**src/rtl/com_pkg.sv**
```systemverilog
`timescale 1ns/1ps
// -----------------------------------------------------------------------------
// com_pkg
// Shared definitions for the com1 serial path (receiver now; the transmitter
// and the com1 command block will reuse the clock/baud constants).
//   rx_state_t         receiver state encoding
//   CLK_HZ, BAUD       system clock and line rate
//   CLKS_PER_BIT_DFLT  default clocks per bit (12 MHz / 115200, truncated)
//   even_parity()      XOR-reduction of a byte (used when the parity build
//                      option UART_RX_PARITY_EN is defined)
// -----------------------------------------------------------------------------
package com_pkg;

  localparam int CLK_HZ            = 12_000_000;
  localparam int BAUD              = 115_200;
  localparam int CLKS_PER_BIT_DFLT = CLK_HZ / BAUD;  // 104

  typedef enum logic [2:0] {
    IDLE,
    START,
    DATA,
    PARITY,
    STOP,
    BREAK
  } rx_state_t;

  function automatic logic even_parity(input logic [7:0] d);
    return ^d;
  endfunction

endpackage : com_pkg

```
**src/rtl/uart_rx_8n1_if.sv**
```systemverilog
`timescale 1ns/1ps
// -----------------------------------------------------------------------------
// uart_rx_8n1_if
// Groups the serial line and the byte-stream outputs of the receiver.
//   RX          raw serial input, idle high, asynchronous to the clock
//   DATA[7:0]   last correctly received byte
//   VALID       one-cycle strobe, DATA is new in the same cycle
//   FRAME_ERR   one-cycle strobe, stop bit sampled low
//   BUSY        high while a frame is being received
//   PARITY_ERR  one-cycle strobe, only when UART_RX_PARITY_EN is defined
// Modports:
//   slave   the receiver (drives the byte-stream outputs)
//   master  the environment (drives RX, consumes the byte stream)
// -----------------------------------------------------------------------------
interface uart_rx_8n1_if;

  logic       RX;
  logic [7:0] DATA;
  logic       VALID;
  logic       FRAME_ERR;
  logic       BUSY;
`ifdef UART_RX_PARITY_EN
  logic       PARITY_ERR;
`endif

  modport slave (
    input  RX,
    output DATA, VALID, FRAME_ERR, BUSY
`ifdef UART_RX_PARITY_EN
    , output PARITY_ERR
`endif
  );

  modport master (
    output RX,
    input  DATA, VALID, FRAME_ERR, BUSY
`ifdef UART_RX_PARITY_EN
    , input PARITY_ERR
`endif
  );

endinterface : uart_rx_8n1_if

```
**src/rtl/uart_rx_8n1_sync_vote.sv**
```systemverilog
`timescale 1ns/1ps
// -----------------------------------------------------------------------------
// rx_sync_vote
// Input conditioning for the UART receiver: a 2-flop synchronizer followed by
// a 3-sample history with a majority vote, plus a falling-edge flag on the
// synchronized line. Every flop presets to 1 (the idle line level), so a line
// that is already low when reset releases shows up as a falling edge.
//   clk, rst_n   clock, asynchronous active-low reset
//   rx_i         raw serial input (asynchronous)
//   rx_sync_o    synchronized line level
//   vote_o       majority of the last three synchronized samples
//   fall_o       synchronized line went 1 -> 0 this cycle
// -----------------------------------------------------------------------------
module rx_sync_vote (
  input  logic clk,
  input  logic rst_n,
  input  logic rx_i,
  output logic rx_sync_o,
  output logic vote_o,
  output logic fall_o
);

  logic       sync1_q, sync1_d;
  logic       sync2_q, sync2_d;
  logic [2:0] hist_q,  hist_d;

  // NOTE: give every signal written in always_comb a value first; a path that
  // leaves one unassigned infers a latch.
  always_comb begin
    sync1_d = rx_i;
    sync2_d = sync1_q;
    hist_d  = {hist_q[1:0], sync2_q};
  end

  // NOTE: state registers use non-blocking assignments so every flop samples
  // the pre-edge value of its neighbours.
  always_ff @(posedge clk or negedge rst_n) begin
    if (!rst_n) begin
      // NOTE: reset presets to the idle level 1, not 0; a 0 here would look
      // like a start bit right after reset.
      sync1_q <= 1'b1;
      sync2_q <= 1'b1;
      hist_q  <= 3'b111;
    end else begin
      sync1_q <= sync1_d;
      sync2_q <= sync2_d;
      hist_q  <= hist_d;
    end
  end

  assign rx_sync_o = sync2_q;
  assign vote_o    = (hist_q[0] & hist_q[1]) | (hist_q[0] & hist_q[2]) |
                     (hist_q[1] & hist_q[2]);
  // hist_q[0] holds last cycle's synchronized level.
  assign fall_o    = hist_q[0] & ~sync2_q;

endmodule : rx_sync_vote

```
**src/rtl/uart_rx_8n1.sv**
```systemverilog
`timescale 1ns/1ps
// -----------------------------------------------------------------------------
// uart_rx_8n1
// 8N1 serial receiver feeding the com1 command parser. Bytes arrive LSB first;
// each bit is the majority vote of three synchronized samples taken around the
// middle of the bit. Start-bit glitches are rejected at mid-start, a low stop
// bit raises FRAME_ERR and the receiver then waits for the line to go high
// before it looks for a new start edge.
// Build option: define UART_RX_PARITY_EN for 8E1 frames (a PARITY state between
// DATA and STOP and a PARITY_ERR strobe on the interface).
// Parameters:
//   CLKS_PER_BIT  clock cycles per bit, at least 8
//   HALF_BIT      start-edge to mid-bit offset
// Ports:
//   CLK    system clock (12 MHz)
//   RST_N  asynchronous active-low reset
//   bus    uart_rx_8n1_if.slave: RX in; DATA, VALID, FRAME_ERR, BUSY
//          (and PARITY_ERR) out
// -----------------------------------------------------------------------------
module uart_rx_8n1
  import com_pkg::*;
#(
  parameter int CLKS_PER_BIT = CLKS_PER_BIT_DFLT,
  parameter int HALF_BIT     = CLKS_PER_BIT / 2
) (
  input  logic           CLK,
  input  logic           RST_N,
  uart_rx_8n1_if.slave   bus
);

  localparam int             CW       = $clog2(CLKS_PER_BIT);
  localparam logic [CW-1:0]  HALF_CNT = CW'(HALF_BIT);
  localparam logic [CW-1:0]  LAST_CNT = CW'(CLKS_PER_BIT - 1);

  logic rx_sync;
  logic rx_vote;
  logic rx_fall;

  rx_sync_vote u_sync_vote (
    .clk       (CLK),
    .rst_n     (RST_N),
    .rx_i      (bus.RX),
    .rx_sync_o (rx_sync),
    .vote_o    (rx_vote),
    .fall_o    (rx_fall)
  );

  rx_state_t     state_q,     state_d;
  logic [CW-1:0] cnt_q,       cnt_d;
  logic [2:0]    bit_idx_q,   bit_idx_d;
  logic [7:0]    shift_q,     shift_d;
  logic [7:0]    data_q,      data_d;
  logic          valid_q,     valid_d;
  logic          frame_err_q, frame_err_d;
`ifdef UART_RX_PARITY_EN
  logic          par_bit_q,    par_bit_d;
  logic          parity_err_q, parity_err_d;
`endif

  always_comb begin
    state_d     = state_q;
    cnt_d       = cnt_q;
    bit_idx_d   = bit_idx_q;
    shift_d     = shift_q;
    data_d      = data_q;
    valid_d     = 1'b0;
    frame_err_d = 1'b0;
`ifdef UART_RX_PARITY_EN
    par_bit_d    = par_bit_q;
    parity_err_d = 1'b0;
`endif

    case (state_q)
      IDLE: begin
        if (rx_fall) begin
          cnt_d   = '0;
          state_d = START;
        end
      end

      START: begin
        if (cnt_q == HALF_CNT) begin
          if (!rx_vote) begin
            // Start bit confirmed at mid-bit; from here every sample is a
            // full bit period apart, i.e. also at mid-bit.
            cnt_d     = '0;
            bit_idx_d = '0;
            state_d   = DATA;
          end else begin
            state_d = IDLE;  // glitch, no strobe
          end
        end else begin
          cnt_d = cnt_q + CW'(1);
        end
      end

      DATA: begin
        if (cnt_q == LAST_CNT) begin
          shift_d[bit_idx_q] = rx_vote;
          cnt_d              = '0;
          bit_idx_d          = bit_idx_q + 3'd1;
          if (bit_idx_q == 3'd7) begin
`ifdef UART_RX_PARITY_EN
            state_d = PARITY;
`else
            state_d = STOP;
`endif
          end
        end else begin
          cnt_d = cnt_q + CW'(1);
        end
      end

`ifdef UART_RX_PARITY_EN
      PARITY: begin
        if (cnt_q == LAST_CNT) begin
          par_bit_d = rx_vote;
          cnt_d     = '0;
          state_d   = STOP;
        end else begin
          cnt_d = cnt_q + CW'(1);
        end
      end
`endif

      STOP: begin
        if (cnt_q == LAST_CNT) begin
          // Leaving at mid-stop leaves half a bit to find the next start
          // edge, so back-to-back frames with one stop bit are not missed.
          if (rx_vote) begin
            state_d = IDLE;
`ifdef UART_RX_PARITY_EN
            if (even_parity(shift_q) ^ par_bit_q) begin
              parity_err_d = 1'b1;
            end else begin
              data_d  = shift_q;
              valid_d = 1'b1;
            end
`else
            data_d  = shift_q;
            valid_d = 1'b1;
`endif
          end else begin
            // Framing error wins over a parity error.
            frame_err_d = 1'b1;
            state_d     = BREAK;
          end
        end else begin
          cnt_d = cnt_q + CW'(1);
        end
      end

      BREAK: begin
        // A line held low must not be read as a string of start bits.
        if (rx_sync) begin
          state_d = IDLE;
        end
      end

      default: state_d = IDLE;
    endcase
  end

  always_ff @(posedge CLK or negedge RST_N) begin
    if (!RST_N) begin
      state_q     <= IDLE;
      cnt_q       <= '0;
      bit_idx_q   <= '0;
      shift_q     <= '0;
      data_q      <= '0;
      valid_q     <= 1'b0;
      frame_err_q <= 1'b0;
`ifdef UART_RX_PARITY_EN
      par_bit_q    <= 1'b0;
      parity_err_q <= 1'b0;
`endif
    end else begin
      state_q     <= state_d;
      cnt_q       <= cnt_d;
      bit_idx_q   <= bit_idx_d;
      shift_q     <= shift_d;
      data_q      <= data_d;
      valid_q     <= valid_d;
      frame_err_q <= frame_err_d;
`ifdef UART_RX_PARITY_EN
      par_bit_q    <= par_bit_d;
      parity_err_q <= parity_err_d;
`endif
    end
  end

  assign bus.DATA      = data_q;
  assign bus.VALID     = valid_q;
  assign bus.FRAME_ERR = frame_err_q;
  assign bus.BUSY      = (state_q != IDLE);
`ifdef UART_RX_PARITY_EN
  assign bus.PARITY_ERR = parity_err_q;
`endif

endmodule : uart_rx_8n1

```
**src/flat_wrapper.sv**
```systemverilog
// flat-port wrapper written by rule: the top's interface ports become plain ports
module uart_rx_8n1_flat import com_pkg::*;
#(
  parameter int CLKS_PER_BIT = CLKS_PER_BIT_DFLT,
  parameter int HALF_BIT     = CLKS_PER_BIT / 2
)
  (CLK, RST_N, bus_RX, bus_DATA, bus_VALID, bus_FRAME_ERR, bus_BUSY);
  uart_rx_8n1_if bus_i ();
  input  logic CLK;
  input  logic RST_N;
  input wire logic [$bits(bus_i.RX)-1:0] bus_RX;
  output wire logic [$bits(bus_i.DATA)-1:0] bus_DATA;
  output wire logic [$bits(bus_i.VALID)-1:0] bus_VALID;
  output wire logic [$bits(bus_i.FRAME_ERR)-1:0] bus_FRAME_ERR;
  output wire logic [$bits(bus_i.BUSY)-1:0] bus_BUSY;
  assign bus_i.RX = bus_RX;
  assign bus_DATA = bus_i.DATA;
  assign bus_VALID = bus_i.VALID;
  assign bus_FRAME_ERR = bus_i.FRAME_ERR;
  assign bus_BUSY = bus_i.BUSY;
  uart_rx_8n1 #(.CLKS_PER_BIT(CLKS_PER_BIT), .HALF_BIT(HALF_BIT)) u_core (.CLK(CLK), .RST_N(RST_N), .bus(bus_i));
endmodule
```
**config.mk**
```make
export PLATFORM = sky130hd
export DESIGN_NAME = uart_rx_8n1_flat
export DESIGN_NICKNAME = d
export VERILOG_FILES = /design/src/rtl/com_pkg.sv /design/src/rtl/uart_rx_8n1_if.sv /design/src/rtl/uart_rx_8n1_sync_vote.sv /design/src/rtl/uart_rx_8n1.sv /design/src/flat_wrapper.sv
export SDC_FILE = /design/constraint.sdc
export NUM_CORES = 1
export LEC_CHECK = 0
export ABC_AREA = 1
export CORE_MARGIN = 2
export CORE_UTILIZATION = 50
export CTS_BUF_LIST = sky130_fd_sc_hd__clkbuf_2
export DETAILED_ROUTE_END_ITERATION = 10
export PLACE_DENSITY_LB_ADDON = 0.05
export SYNTH_ARGS = -nofsm -noshare
export SYNTH_HDL_FRONTEND = slang
export SYNTH_SLANG_ARGS = --single-unit
```
**constraint.sdc**
```tcl
create_clock -name CLK -period 3.7 [get_ports CLK]
set_input_delay 0.74 -clock CLK [delete_from_list [all_inputs] [get_ports CLK]]
set_output_delay 0.74 -clock CLK [all_outputs]
set_load 0.05 [all_outputs]
```
Yosys cells after proc, flatten, opt, wreduce, memory -nomap -nowiden
Cells that the tools add are included.

Flip-flop bits (word level): 36. Bits of input ports: 3. Logic and storage cells: 75.

Multiplexer cells: 28. Magnitude comparators: 2. Equality and inequality tests: 16. Bitwise gates (word level): 7. Add/sub/neg operators: 2. Reduce and logical (&&, ||, !) cells: 10.

Operator list (count): 2-to-1 mux 7 bit (5); 2-to-1 mux 3 bit (10); one-hot mux 7 bit (4 select lines) (1); one-hot mux 3 bit (5 select lines) (1); != test 2 x 1 -> 1 bit (second input constant) (5); == test 3 bit (second input constant) (3); bitwise mux 8 bit (1); AND reduction 4 bit (2); adder 7 x 1 -> 7 bit (second input constant) (1); == test 7 x 6 -> 1 bit (second input constant) (1); == test 7 bit (second input constant) (1); 2-to-1 mux 1 bit (7); != test 2 bit (second input constant) (3); one-hot mux 3 bit (2 select lines) (1); AND reduction 6 bit (1); AND 1 bit (4); less-than comparator 3 x 4 -> 1 bit (second input constant) (1); nonzero test 4 bit (1); adder 3 x 1 -> 3 bit (second input constant) (1); demux 1 bit (select 3 bit) (1); == test 3 x 1 -> 1 bit (second input constant) (1); == test 3 x 2 -> 1 bit (second input constant) (1); >= comparator 3 x 1 -> 1 bit (second input constant) (1); zero test 3 bit (1); other kinds (9) (10).

Logic depth before layout (Yosys ltp)
Gate-level depths: netlist of the first run.

Depth after elaboration: 6. Mapped depth: 10.

Modules after synthesis
Synthesis of the first run repeated with hierarchy kept, for this count alone.

Cells, all modules: 220. Area, all modules: 1779.2 sq um.

By module, submodules not included: uart_rx_8n1 (cells each 209, area an instance 1621.6 sq um, sequential area each 775.7 sq um, instances 1); rx_sync_vote (cells each 11, area an instance 157.7 sq um, sequential area each 131.4 sq um, instances 1).

Least setup slack after synthesis of the first run
OpenSTA, ideal clock, no wires.

Path type: register to output. Start point: register u_core.state_q[1]. End point: output bus_BUSY. Arrival: 0.971 ns. Cell stages (with the launch flop): 5. Data required time: 2.960 ns. Slack: 1.989 ns. Cell sequence: dfrtp_1 inv_2 nand2_2 nor2_2 inv_1.

Cells in the longest elaborated chain, start to end: 1.

Ends and longest elaborated chain: start: declaration (line uart_rx_8n1.sv:48) `rx_state_t state_q, state_d;`; start signal: assignment (line uart_rx_8n1.sv:178) `state_q <= state_d;`; nonzero test 3 bit (line uart_rx_8n1.sv:195) `assign bus.BUSY = (state_q != IDLE);`; end: declaration (line flat_wrapper.sv:15) `output wire logic [$bits(bus_i.BUSY)-1:0] bus_BUSY;`.

No other way between the ends.

Worst setup path after layout of the first run
Ends and elaborated chain as after synthesis.

==> results.md, run 1 <==
* Run status: finished clean
* Layout cell share with drive strength beyond 1 at 19.67%
* Antenna Nets Post-Route at 0
* Number of global-route vias before repair at 1505
* Required @ worst endpoint at 2960 ps
* Routability congestion estimate from global placement at 0.9338
* Startpoint Class: flop
* Cell area after layout at 0.002178 mm2
* Share of Yosys cell area claimed by the top area cell type at 40.39%
* Slack of the worst reg-to-reg path at 2070 ps
* Worst Tran Pin Value at 494.8 ps
* Synthesis-stage register bit count at 36
* Number of hold violations in the final report at 0
* Cells on Worst Hold Path at 0
* Floorplan die area at 0.004353 mm2
* Worst setup slack before clock tree synthesis at 1402 ps
* Die width at 65.98 um
* Power per standard cell area at 458.3 mW/mm2
* Clock sink count at 36
* Crit path setup slack, layout at 937.1 ps
* Top post-synthesis cells by area: sky130_fd_sc_hd__dfrtp_1 (40%), sky130_fd_sc_hd__nand2_1 (13%), sky130_fd_sc_hd__dfstp_2 (6.8%)
* Worst hold path endpoint: u_core.u_sync_vote.rx_sync_o$_DFF_PN1_
* Total detailed-routing wirelength at 3660 um
* Max-slew headroom at the worst pin at 66.91%
* Number of buffers between clock root and the deepest sink at 2
* Die Height at 65.98 um
* Final setup skew at 23.76 ps
* Most common cell after layout, fill and taps aside: sky130_fd_sc_hd__nand2_1
* List of cells traversed by the critical path: inv_2, nand2_2, nor2_2, inv_1, clkdlybuf4s50_1
* Wirelength per Cell at 12.53 um
* RR Endpoint: u_core.state_q[1]$_DFFE_PN0P_
* Starting DRC count in detailed routing at 104
* Via count at 1498
* GRT Util Overall at 19.75%
* Initial antenna violation count at 0
* Max capacitance violation total at 0
* Highest ir drop seen on vdd at 0.0004284 V
* Arrival time worst endpoint at 2020 ps
* Max H-tree Level at 2
* Tightest Hold Check Type: reg2reg
* Site Rows at 22
* Synthesized area per cell at 8.613 um2
* HPWL reported at the end of detailed placement at 2658 um
* Clock transition at the register clock pins on the worst setup and hold paths after CTS at 180 ps
* CTS tree: built
* Ports placed on the boundary at 14
* Biggest cell delay along the critical path at 800 ps
* F_max at 361.9 MHz
* # port buffers at 13
* Setup repair after global routing missed its margin: no
* Type of destination of the critical path: output pin
* Cells resized by post-CTS repair at 0
* Post-route clock period utilization at 74.67%
* CP max FO at 5
* Maximum number of pins on one net before global-route repair at 37
* Global-route wire length before repair at 6534 um
* Clk Latency, worst-skew pair at 400 ps
* Global route total overflow at 0
* Static Leakage at 1.129 nW
* Setup TNS after final layout at 0 ps
* Placement Cell Area at 0.002111 mm2
* Worst min-delay path startpoint: u_core.u_sync_vote.sync1_q$_DFF_PN1_
* Worst-path cell with the longest stage delay: sky130_fd_sc_hd__clkdlybuf4s50_1
* Number of nets in the layout at 250
* Seq/Total Area, Yosys at 47.23%
* CTS hold repair buffers at 0
* Number of different library cells in the post-synthesis netlist at 27
* FILL cells at 332
* Source of the worst register-to-register timing path: u_core.cnt_q[1]$_DFFE_PN0P_
* Master cell of the clock root buffer: sky130_fd_sc_hd__clkbuf_2
* Syn_nets at 230
* Iteration count of the initial detailed-routing pass at 5
* Syn. warnings at 0
* Area delta synth->final at 13.42%
* Via-per-instance ratio at 5.130
* Starting Density at 52.07%
* Synth Cell Area at 0.001921 mm2
* Cell count after synthesis at 223
* Number of buffers created by CTS at 5
* Number of post-CTS setup repair buffers at 0
* Antenna Cells at 0
* Worst reg2reg path depth at 10
* Max Transition Viols Final at 0
* Core area at 0.003689 mm2
* Start-to-end type of the worst setup path: reg2out
* Final number of setup-violating endpoints at 0
* Post-synth top area cell: sky130_fd_sc_hd__dfrtp_1
* Most frequent cells in the layout: sky130_fd_sc_hd__nand2_1 (65), sky130_fd_sc_hd__dfrtp_1 (31), sky130_fd_sc_hd__nand3_1 (21), sky130_fd_sc_hd__inv_1 (20), sky130_fd_sc_hd__o21ai_1 (17)
* Clock period minus final worst setup slack at 2763 ps
* # DRC at 0
-- logic make-up (layout without fill, tap and decap cells) --
group / count (synthesis) / after routing / share of synthesized area, %
AO/OA/AOI/OAI: 25 / 25 / 7.557
XOR/XNOR: 3 / 3 / 1.368
adder cells (fa/ha/maj): 4 / 4 / 2.606
buffers and inverters: 29 / 50 / 6.254
flip-flops: 36 / 36 / 47.23
AND/OR/NAND/NOR: 126 / 126 / 34.98
-- cell type report --
type | instances | area, um2 | share of cell area [%]
Inverter | 28 | 112.6 | 5.169
Tap cell | 48 | 60.06 | 2.757
Sequential cell | 36 | 907.1 | 41.64
Timing Repair Buffer | 14 | 137.6 | 6.318
Multi-Input combinational cell | 158 | 893.4 | 41.01
Clock buffer | 5 | 25.02 | 1.149
Clock inverter | 3 | 42.54 | 1.953
-- through the flow --
step	hold WS (ps)	std cells	utilization, %	total power, mW
3_3_place_gp	350.1	284	57.23	0.7324
3_5_place_dp	352.0	284	57.23	0.7477
6_report	373.7	292	59.06	0.9984
4_1_cts	376.4	292	59.06	1.005
5_1_grt	380.6	292	59.06	1.061
2_1_floorplan	345.2	223	-	0.6839
-- critical path, delay by kind of cell (launching register included) --
family | cells | cell delay [ps]
buf+inv | 3 | 980
flops | 1 | 520
simple gates | 2 | 140
-- cells in the mapped netlist (all sizes together) --
| library cell | instances |
|---|---|
| ha | 4 |
| dfrtp | 31 |
| o21ai | 22 |
| nand4 | 4 |
| nand3b | 1 |
| buf | 1 |
| nor3 | 1 |
| o21a | 1 |
| a21oi | 1 |
| xor2 | 3 |
| dfstp | 5 |
| nand2 | 74 |
| nor2 | 17 |
| o21bai | 1 |
| inv | 28 |
| nand3 | 29 |
-- state kept, by name (all words and copies together), names as in the netlist --
name	flops
u_core.shift_q	8
u_core.bus.DATA	8
u_core.bus.VALID	1
u_core.cnt_q	7
u_core.bit_idx_q	3
u_core.u_sync_vote.rx_sync_o	1
u_core.bus.FRAME_ERR	1
u_core.u_sync_vote.hist_q	3
u_core.state_q	3
u_core.u_sync_vote.sync1_q	1
-- routing by layer --
metal	part of all wire, %	GRT usage, %
met5	0	0
met4	1.4	6.888
met3	3.4	5.281
met2	46	32.70
met1	49	24.92
-- worst max path at each step --
stage	start	to	slack, ps
after floorplan	u_core.state_q[1]$_DFFE_PN0P_	bus_BUSY	1990
after global placement	u_core.state_q[1]$_DFFE_PN0P_	bus_BUSY	1430
after detailed placement	u_core.state_q[1]$_DFFE_PN0P_	bus_BUSY	1400
after CTS	u_core.state_q[1]$_DFFE_PN0P_	bus_BUSY	920
after global routing	u_core.state_q[1]$_DFFE_PN0P_	bus_BUSY	840
final	u_core.state_q[1]$_DFFE_PN0P_	bus_BUSY	940
-- report_power, final --
group / internal, mW / total (mW) / switching (mW) / leakage [nW]
clock network: 0.113 / 0.251 / 0.138 / 0.0390
logic: 0.102 / 0.294 / 0.192 / 0.610
registers: 0.421 / 0.454 / 0.0324 / 0.480
Note: power is estimated with default switching activity, not from simulation.
==> run 2: changes to the inputs <==
- clock period: 3.7 -> 2.3 ns (I/O delays scaled with it)
==> run 2 against run 1 <==
  * Power rose by 59%
  * Flip-flop and latch count did not move
  * Sequential share of layout area barely moved
  * Clock skew fell by 2.9 ps
  * Setup slack got worse by 690 ps
  * Hold slack got worse by 6.0 ps
  * First-iteration DRC count fell by 15%
  * Critical endpoint is now bus_DATA[7]
  * Largest cell class unchanged
==> results.md, run 2 (synthesis gave the netlist of run 1 again) <==
* Global-route wire length before repair at 6154 um (was 6534 um)
* Number of hold violations in the final report at 0 (unchanged)
* Setup TNS after final layout at 0 ps (unchanged)
* GRT Util Overall at 18.73% (was 19.75%)
* Starting Density at 52.07% (unchanged)
* Global route total overflow at 0 (unchanged)
* Post-route clock period utilization at 89.26%
* Worst Tran Pin Value at 496.2 ps (was 494.8 ps)
* CTS tree: built (unchanged)
* Clock period minus final worst setup slack at 2053 ps
* CP max FO at 2 (was 5)
* Tightest Hold Check Type: reg2reg (unchanged)
* Run status: finished clean (unchanged)
* Total detailed-routing wirelength at 3443 um (was 3660 um)
* F_max at 487.1 MHz
* Static Leakage at 1.130 nW (was 1.129 nW)
* Final setup skew at 20.85 ps (was 23.76 ps)
* Smallest hold slack at 367.7 ps (was 373.7 ps)
* Number of nets in the layout at 250 (unchanged)
* Number of buffers between clock root and the deepest sink at 2 (unchanged)
* Die Height at 65.98 um (unchanged)
* Floorplan die area at 0.004353 mm2 (unchanged)
* Worst setup slack before clock tree synthesis at 704.5 ps (was 1402 ps)
* CTS hold repair buffers at 0 (unchanged)
* List of cells traversed by the critical path: clkdlybuf4s50_1 (was inv_2, nand2_2, nor2_2, inv_1, clkdlybuf4s50_1)
* # DRC at 0 (unchanged)
* Number of post-CTS setup repair buffers at 0 (unchanged)
* Site Rows at 22 (unchanged)
* Arrival time worst endpoint at 1590 ps (was 2020 ps)
* Delay-heaviest family, CP: buffers and inverters (unchanged)
* Biggest cell delay along the critical path at 800 ps (about the same)
* Max-slew headroom at the worst pin at 66.81% (was 66.91%)
* Most common cell after layout, fill and taps aside: sky130_fd_sc_hd__nand2_1 (unchanged)
* Maximum number of pins on one net before global-route repair at 37 (unchanged)
* Layout cell share with drive strength beyond 1 at 20.08% (was 19.67%)
* Sum of buffers and inverters on the critical path at 1 (was 3)
* Crit path setup slack, layout at 247.1 ps (was 937.1 ps)
* Worst-path cell with the longest stage delay: sky130_fd_sc_hd__clkdlybuf4s50_1 (unchanged)
* Setup repair after global routing missed its margin: no (unchanged)
* Number of global-route vias before repair at 1423 (was 1505)
* Initial antenna violation count at 0 (unchanged)
* Required @ worst endpoint at 1840 ps (was 2960 ps)
* Power per standard cell area at 729.0 mW/mm2 (was 458.3 mW/mm2)
* Start-to-end type of the worst setup path: reg2out (unchanged)
* Max capacitance violation total at 0 (unchanged)
* Clk Latency, worst-skew pair at 400 ps (about the same)
* Antenna Nets Post-Route at 0 (unchanged)
* Number of buffers created by CTS at 5 (unchanged)
* Highest ir drop seen on vdd at 0.0005006 V (was 0.0004284 V)
* Most frequent cells in the layout: sky130_fd_sc_hd__nand2_1 (65), sky130_fd_sc_hd__dfrtp_1 (31), sky130_fd_sc_hd__nand3_1 (21), sky130_fd_sc_hd__inv_1 (20), sky130_fd_sc_hd__o21ai_1 (17) (unchanged)
* Ports placed on the boundary at 14 (unchanged)
* Max Transition Viols Final at 0 (unchanged)
* Routability congestion estimate from global placement at 0.8713 (was 0.9338)
* # port buffers at 13 (unchanged)
* Via count at 1478 (was 1498)
* Master cell of the clock root buffer: sky130_fd_sc_hd__clkbuf_2 (unchanged)
* Clock transition at the register clock pins on the worst setup and hold paths after CTS at 190 ps (was 180 ps)
* Area delta synth->final at 13.29% (was 13.42%)
* Starting DRC count in detailed routing at 88 (was 104)
* Startpoint Class: flop (unchanged)
* Antenna Cells at 0 (unchanged)
* Final number of setup-violating endpoints at 0 (unchanged)
* Wirelength per Cell at 11.79 um (was 12.53 um)
* Via-per-instance ratio at 5.062 (was 5.130)
* HPWL reported at the end of detailed placement at 2536 um (was 2658 um)
* Clock sink count at 36 (unchanged)
* Iteration count of the initial detailed-routing pass at 4 (was 5)
* Type of destination of the critical path: output pin (unchanged)
* Cells resized by post-CTS repair at 0 (unchanged)
* Core area at 0.003689 mm2 (unchanged)
* FILL cells at 346 (was 332)
* Max H-tree Level at 2 (unchanged)
* Die width at 65.98 um (unchanged)
## run 2: path summary, 6_finish.rpt
path / cells past startpoint / end / slack, ps / startpoint
worst max-delay path: 1 / bus_DATA[7] / 250 / u_core.bus.DATA[7]$_DFFE_PN0P_
worst min-delay path: 0 / u_core.u_sync_vote.rx_sync_o$_DFF_PN1_ / 370 / u_core.u_sync_vote.sync1_q$_DFF_PN1_
worst max register to register: 10 / u_core.state_q[2]$_DFFE_PN0P_ / 710 / u_core.cnt_q[0]$_DFFE_PN0P_
worst min register to register: 0 / u_core.u_sync_vote.rx_sync_o$_DFF_PN1_ / 370 / u_core.u_sync_vote.sync1_q$_DFF_PN1_
max in group asynchronous: 2 / u_core.u_sync_vote.hist_q[1]$_DFF_PN1_ / 1490 / RST_N
min in group asynchronous: 2 / u_core.cnt_q[6]$_DFFE_PN0P_ / 440 / RST_N
## run 2: report_power, final
group          total (mW)  switching (mW)  internal, mW
clock network       0.398           0.216         0.181
logic               0.462           0.302         0.160
registers           0.727          0.0487         0.678
total                1.59           0.567          1.02
## run 2: area by class of cell
type	count	area [um2]	share of cell area [%]
multi-input cells	158	893.4	41.06
clock buffers	5	25.02	1.150
clock inverters	3	42.54	1.955
inverters	28	112.6	5.175
repair buffers	14	135.1	6.210
flip-flops and latches	36	907.1	41.69
well taps	48	60.06	2.760
## run 2: routing by layer
layer  vias to the layer above  share of wire [%]  GRT usage [%]
li1                        762                  -              -
met1                       682                 49          24.48
met2                        29                 45          29.29
met3                         5                4.6          5.451
met4                         0                1.0          7.398
met5                         -                  0              0
## run 2: through the flow
stage                     instance area (um2)  power, mW  std cells  util, %
after floorplan                          1921      1.100        223        -
after detailed placement                 2108      1.197        284    57.16
after CTS                                2176      1.609        292    58.99
after global placement                   2108      1.177        284    57.16
final                                    2176      1.586        292    58.99
after global routing                     2176      1.695        292    58.99
